===== src/rtl/weight_fifo_pkg.sv =====
// Shared types and helpers for the weight FIFO write-side controller.
package weight_fifo_pkg;

  // Controller state
  typedef enum logic [1:0] {
    IDLE  = 2'd0,
    ISSUE = 2'd1,
    DRAIN = 2'd2,
    DONE  = 2'd3
  } wfi_state_e;

  // Default weight-memory read latency
  localparam int WFI_RD_LAT = 1;

  // Bits needed to hold a count in 0..n-1 (never less than one bit)
  function automatic int cnt_w(input int n);
    return (n < 2) ? 1 : $clog2(n);
  endfunction

endpackage


===== src/rtl/lane_skew_delay.sv =====
// Per-lane FIFO write enable generation: lane i sees the data-valid bit
// delayed by i cycles when skewed, or undelayed when all lanes run together.
module lane_skew_delay #(
  parameter int FIFO_WIDTH = 16
) (
  input  logic                  clk,
  input  logic                  rstn,
  input  logic                  clr,
  input  logic                  vld,
  input  logic                  skew,
  output logic [FIFO_WIDTH-1:0] en
);

  generate
    if (FIFO_WIDTH == 1) begin : g_single
      assign en = vld;
    end else begin : g_sr
      // sr[i] is vld delayed i cycles. Fed only while skewed so an unskewed
      // burst never leaves stale bits for a following skewed burst.
      logic [FIFO_WIDTH-1:1] sr;

      // Diagonal delay line, flushed synchronously on abort
      always_ff @(posedge clk or negedge rstn) begin
        if (!rstn) begin
          sr <= '0;
        end else if (clr) begin
          sr <= '0;
        end else begin
          sr[1] <= vld & skew;
          for (int i = 2; i < FIFO_WIDTH; i++) sr[i] <= sr[i-1];
        end
      end

      // Lane select: tap i of the delay line or the common valid
      always_comb begin
        en    = '0;
        en[0] = vld;
        for (int i = 1; i < FIFO_WIDTH; i++) en[i] = skew ? sr[i] : vld;
      end
    end
  endgenerate

endmodule


===== src/rtl/weight_fifo_in_ctrl.sv =====
// Write-side controller for the weight FIFO array: accepts a load command,
// issues a burst of weight-memory reads and raises per-lane FIFO write
// enables aligned to the memory read latency, optionally diagonally skewed.
module weight_fifo_in_ctrl
  import weight_fifo_pkg::*;
#(
  parameter  int FIFO_WIDTH = 16,
  parameter  int MAX_DEPTH  = 16,
  parameter  int ADDR_WIDTH = 10,
  parameter  int RD_LAT     = WFI_RD_LAT,
  localparam int LEN_WIDTH  = $clog2(MAX_DEPTH) + 1
) (
  input  logic                  clk,
  input  logic                  rstn,
  input  logic                  start_valid,
  output logic                  start_ready,
  input  logic [ADDR_WIDTH-1:0] cfg_base,
  input  logic [LEN_WIDTH-1:0]  cfg_len,
  input  logic                  cfg_skew,
  input  logic                  abort,
  output logic                  mem_rd_en,
  output logic [ADDR_WIDTH-1:0] mem_rd_addr,
  output logic [FIFO_WIDTH-1:0] fifo_en,
  output logic                  busy,
  output logic                  done
);

  // Drain counter must hold RD_LAT + (FIFO_WIDTH-1) - 1
  localparam int DW = cnt_w(RD_LAT + FIFO_WIDTH);

  wfi_state_e            state;
  logic [LEN_WIDTH-1:0]  rem;        // issues left after the current one
  logic [DW-1:0]         drain_cnt;  // cycles left after the current one
  logic                  skew_q;
  logic [LEN_WIDTH-1:0]  lc_in;
  logic                  flush;
  logic [RD_LAT-1:0]     vld_pipe;
  logic                  dv;

  assign start_ready = (state == IDLE);
  assign flush       = abort && (state != IDLE);

  // Requested length clamped to the FIFO depth
  assign lc_in = (cfg_len > LEN_WIDTH'(MAX_DEPTH)) ? LEN_WIDTH'(MAX_DEPTH) : cfg_len;

  // Burst sequencer with registered read strobe, address, busy and done
  always_ff @(posedge clk or negedge rstn) begin
    if (!rstn) begin
      state       <= IDLE;
      mem_rd_en   <= 1'b0;
      mem_rd_addr <= '0;
      busy        <= 1'b0;
      done        <= 1'b0;
      rem         <= '0;
      drain_cnt   <= '0;
      skew_q      <= 1'b0;
    end else begin
      case (state)
        IDLE: begin
          // abort is ignored here; a start in the same cycle still wins
          if (start_valid) begin
            skew_q <= cfg_skew;
            if (lc_in != '0) begin
              state       <= ISSUE;
              mem_rd_en   <= 1'b1;
              mem_rd_addr <= cfg_base;
              rem         <= lc_in - LEN_WIDTH'(1);
              busy        <= 1'b1;
            end else begin
              state <= DONE;
              done  <= 1'b1;
            end
          end
        end
        ISSUE: begin
          if (abort) begin
            state     <= IDLE;
            mem_rd_en <= 1'b0;
            busy      <= 1'b0;
          end else if (rem == '0) begin
            // Drain covers the read latency plus the skew ramp
            state     <= DRAIN;
            mem_rd_en <= 1'b0;
            drain_cnt <= DW'(RD_LAT - 1) + (skew_q ? DW'(FIFO_WIDTH - 1) : DW'(0));
          end else begin
            mem_rd_addr <= mem_rd_addr + ADDR_WIDTH'(1);
            rem         <= rem - LEN_WIDTH'(1);
          end
        end
        DRAIN: begin
          if (abort) begin
            state <= IDLE;
            busy  <= 1'b0;
          end else if (drain_cnt == '0) begin
            state <= DONE;
            busy  <= 1'b0;
            done  <= 1'b1;
          end else begin
            drain_cnt <= drain_cnt - DW'(1);
          end
        end
        DONE: begin
          state <= IDLE;
          done  <= 1'b0;
        end
        default: begin
          state     <= IDLE;
          mem_rd_en <= 1'b0;
          busy      <= 1'b0;
          done      <= 1'b0;
        end
      endcase
    end
  end

  // Read-latency delay of the read strobe; flushing drops in-flight reads
  always_ff @(posedge clk or negedge rstn) begin
    if (!rstn) begin
      vld_pipe <= '0;
    end else if (flush) begin
      vld_pipe <= '0;
    end else begin
      vld_pipe[0] <= mem_rd_en;
      for (int i = 1; i < RD_LAT; i++) vld_pipe[i] <= vld_pipe[i-1];
    end
  end

  assign dv = vld_pipe[RD_LAT-1];

  lane_skew_delay #(
    .FIFO_WIDTH (FIFO_WIDTH)
  ) u_skew (
    .clk  (clk),
    .rstn (rstn),
    .clr  (flush),
    .vld  (dv),
    .skew (skew_q),
    .en   (fifo_en)
  );

endmodule


===== config.mk =====
export PLATFORM = sky130hd
export DESIGN_NAME = weight_fifo_in_ctrl
export DESIGN_NICKNAME = d
export VERILOG_FILES = /design/src/rtl/weight_fifo_pkg.sv /design/src/rtl/lane_skew_delay.sv /design/src/rtl/weight_fifo_in_ctrl.sv
export SDC_FILE = /design/constraint.sdc
export NUM_CORES = 1
export LEC_CHECK = 0
export ABC_AREA = 1
export BUFFER_PORTS_ARGS = -buffer_cell sky130_fd_sc_hd__buf_4
export CAP_MARGIN = 0
export CORE_ASPECT_RATIO = 0.5
export CORE_UTILIZATION = 40
export CTS_CLUSTER_DIAMETER = 40
export DETAILED_ROUTE_END_ITERATION = 12
export MAX_ROUTING_LAYER = met4
export PLACE_DENSITY = 0.7
export SLEW_MARGIN = 25
export SYNTH_ARGS = -nofsm -noshare
export SYNTH_HDL_FRONTEND = slang
export SYNTH_SLANG_ARGS = --single-unit

===== constraint.sdc =====
create_clock -name clk -period 3.35 [get_ports clk]
set_clock_uncertainty 0.2 [all_clocks]
set_input_delay 0.1675 -clock clk [delete_from_list [all_inputs] [get_ports clk]]
set_output_delay 0.1675 -clock clk [all_outputs]
set_load 0.05 [all_outputs]

==> results.txt <==
The number of setup buffers added after CTS is 0. Pin placement for this block handled 50 I/O pins. Before antenna repair, the detailed router went through 5 iterations. The critical-path maximum fanout came out at 14.

Summed over all layers, the global routing overflow is 0. The count of warnings emitted by yosys came out at 0. Setup total negative slack on the finished layout was measured at 0 ns. The cell area that synthesis handed to floorplanning was 0.002490 sq mm. The fraction of layout cells with a size suffix above 1 was 0.1805; the count of state elements after synthesis was 42. TritonCTS built the clock tree. The number of global-route vias before repair was 2199; the power density over cell area was 1117 mW/mm^2. The final weighted congestion in routability-driven placement is 0.9018, and the post-DP HPWL is 4016 um.

The synthesized instance count is 354, and the peak per-stage delay on the critical path is 0.46 ns. After floorplanning, the core was sized to cover 0.005729 sq mm. The tools report the hold violation count in the final report as 0. Number of diodes added for antenna fixing: 0. STA classifies the critical path startpoint as a register. In the layout the commonest cells are sky130_fd_sc_hd__nand2_1 (124), sky130_fd_sc_hd__buf_4 (50), sky130_fd_sc_hd__nor2_1 (44).

The worst setup path is captured at a register. The tools report the max-slew violation total from the final report as 0. The cell chosen for the clock root was sky130_fd_sc_hd__clkbuf_16.

The number of design rule violations left after detail routing is 0, and the number of sinks handled by clock tree synthesis is 42. The first global-routing pass estimated 9611 um of wire. From bottom edge to top edge, the die measures 57.79 um. The smallest clock period supported by the final layout is computed as 2.346 ns.

The signal on the critical path passes through inv_1, ha_1, inv_2, nand2_1, nand2_2, ha_1, nand3_1, nor2_1, nand2_1, nand2_1, nand2_1, nand2_1. Number of routed nets with antenna violations: 0. At the pin with the least slew margin, the transition time is 0.6026 ns. The leading cell type in the layout, fill and taps excluded is sky130_fd_sc_hd__nand2_1. The tools report the launch point of the worst reg-to-reg path as state[1]. After clock tree synthesis, the flow added hold-fix buffers numbering 8.

The flow ran to the end, and the final reports show no timing, DRC or antenna violations. IR analysis of the VDD net gives a maximum drop of 0.4588 mV. The tool flagged a number of max-cap violations equal to 0. In the final routed layout, each cell accounts on average for 11.39 um. Relative to the synthesized area, the layout overhead comes to 25.93%. The later pin in the worst-skew pair is clocked with a latency of 0.28 ns.

The worst register-to-register path ends at rem[4]. In this run the static leakage power is 1.680 nW. The detailed router finished its first iteration with 128 violations. For the worst setup path, the data arrival time is 2.31 ns. The number of buffers added by the clock tree synthesis step was 5; the final routed wirelength across all metal layers was 5629 um.

Setup repair after global routing left no endpoint under its margin. CTS built an H-tree with a depth of 2. By instance count, the cell type seen most on the critical path is sky130_fd_sc_hd__nand2_1.

The final design utilization is 0.5473, and the post-CTS clock slew at the launch and capture registers of the worst setup and hold paths is 0.06 ns. The worst hold path begins at cfg_base[0]. Global-route usage over all layers: 0.1906. After floorplanning, the core was divided into 19 placement rows.

The per-cell via count in the routed design is 4.779, and the number of vias after detailed routing is 2361. The portion of the clock cycle consumed by the worst path in the final layout is 0.7004, and the initial core utilization is 0.4346. The tools report the headroom to the max-slew limit as 0.5978. Entering global routing, the biggest net connects 43 pins. The synthesized netlist contains 25 unique library cells.

The maximum buffer depth of the clock tree is 2, and the reg2reg setup slack is 1.00 ns. Setup violations remaining at the end of the flow were counted as 0. The die width is 113.6 um.

On the critical path, the stage with the largest delay is an instance of sky130_fd_sc_hd__ha_1. After the last flow step, the layout net total stands at 438. The sequential cell area fraction in the yosys report is 0.4221.

The number of antenna violations at the first check in global routing was 0. Path category of the worst min-delay check: input pin to register. Averaged over all synthesized cells, the footprint is 7.034 sq um.

Gates resized during post-CTS repair numbered 0. The run gives 0.006564 sq mm as the die footprint. At the worst endpoint, the required time is 3.32 ns. The number of cells traversed by the worst hold path came out at 5.

The critical path is of the register to register type. Endpoint of the worst hold-timing path: mem_rd_addr[0]. The highest achievable clock rate is 426.2 MHz, and the post-synth net total is 383. During placement, the flow inserted port buffers numbering 49.

The depth of the most critical reg-to-reg path was 12.
[cells by family after synthesis]
| logic type | share of synthesized area |
|---|---|
| AO/OA/AOI/OAI | 0.07789 |
| multiplexers | 0.004020 |
| flip-flops | 0.4221 |
| adder cells (fa/ha/maj) | 0.04523 |
| AND/OR/NAND/NOR | 0.3492 |
| buffers and inverters | 0.09447 |
| XOR/XNOR | 0.007036 |
[registers in the layout (all words and copies together), names as in the netlist, 2 cells and up]
register and flops:
state 2, u_skew.g_sr.sr 15, mem_rd_addr 10, rem 5, drain_cnt 5
[critical path, delay by kind of cell, from the launching register on]
family | cells | cell delay (ns)
adders and majority gates | 2 | 0.67
and+or+nand+nor | 8 | 0.60
DFF | 1 | 0.43
buffers and inverters | 2 | 0.32
[worst max-delay path by stage]
stage	slack (ns)	depth (start not counted)	start	end
floorplan	1.27	3	skew_q	fifo_en[10]
global placement	1.17	12	state[1]	rem[4]
detailed placement	1.04	12	state[1]	rem[4]
CTS	1.0	12	state[1]	rem[4]
global route	0.81	12	state[1]	rem[4]
finish	1.00	12	state[1]	rem[4]
[per-stage QoR]
step                hold WS, ns  area (sq um)  power [mW]  std cells  setup slack (ns)
global route            0.03061          3136       3.781        494            0.8052
global placement       -0.01223          2904       2.944        478             1.171
CTS                    0.007237          3136       3.516        494            0.9954
detailed placement    -0.007273          2904       2.997        478             1.036
finish                  0.01158          3136       3.502        494             1.004
floorplan               -0.3281          2490       2.485        354             1.268
[area by class of cell]
cell class | count | area [sq um]
clock buffers | 6 | 138.9
inverters | 45 | 168.9
fillers | 544 | 2594
flip-flops and latches | 42 | 1051
repair buffers | 58 | 455.4
clock inverters | 2 | 12.51
well taps | 84 | 105.1
multi-input cells | 257 | 1204
[per-layer routing]
metal	routed length, um	vias to the layer above	GRT usage
met2	2632	54	0.3092
met4	64	0	0.06391
met5	0	-	-
met3	197	7	0.03766
li1	-	1204	-
met1	2735	1096	0.2426
[power breakdown]
| group | switching [mW] | internal [mW] | total (mW) |
|---|---|---|---|
| logic | 1.50 | 0.648 | 2.15 |
| clock network | 0.189 | 0.295 | 0.484 |
| registers | 0.182 | 0.690 | 0.872 |
[cell usage after synthesis]
cell	count	area, sq um
sky130_fd_sc_hd__a21oi_1	2	10.01
sky130_fd_sc_hd__a21oi_2	1	8.760
sky130_fd_sc_hd__buf_1	1	3.750
sky130_fd_sc_hd__buf_2	2	10.01
sky130_fd_sc_hd__buf_4	5	37.54
sky130_fd_sc_hd__buf_6	1	11.26
sky130_fd_sc_hd__clkbuf_1	1	3.750
sky130_fd_sc_hd__clkinv_1	1	3.750
sky130_fd_sc_hd__dfrtp_1	42	1051
sky130_fd_sc_hd__ha_1	9	112.6
sky130_fd_sc_hd__inv_1	41	153.9
sky130_fd_sc_hd__inv_2	3	11.26
sky130_fd_sc_hd__mux2i_1	1	10.01
sky130_fd_sc_hd__nand2_1	124	465.5
sky130_fd_sc_hd__nand2_2	3	18.77
sky130_fd_sc_hd__nand2_4	1	11.26
sky130_fd_sc_hd__nand3_1	26	130.1
sky130_fd_sc_hd__nand3b_1	3	22.52
sky130_fd_sc_hd__nand4_1	5	31.28
sky130_fd_sc_hd__nor2_1	44	165.2
sky130_fd_sc_hd__nor2_2	2	12.51
sky130_fd_sc_hd__o21ai_0	28	140.1
sky130_fd_sc_hd__o21ai_2	4	35.03
sky130_fd_sc_hd__or2_2	2	12.51
sky130_fd_sc_hd__xor2_1	2	17.52
Power figures use the tool's default switching activity.
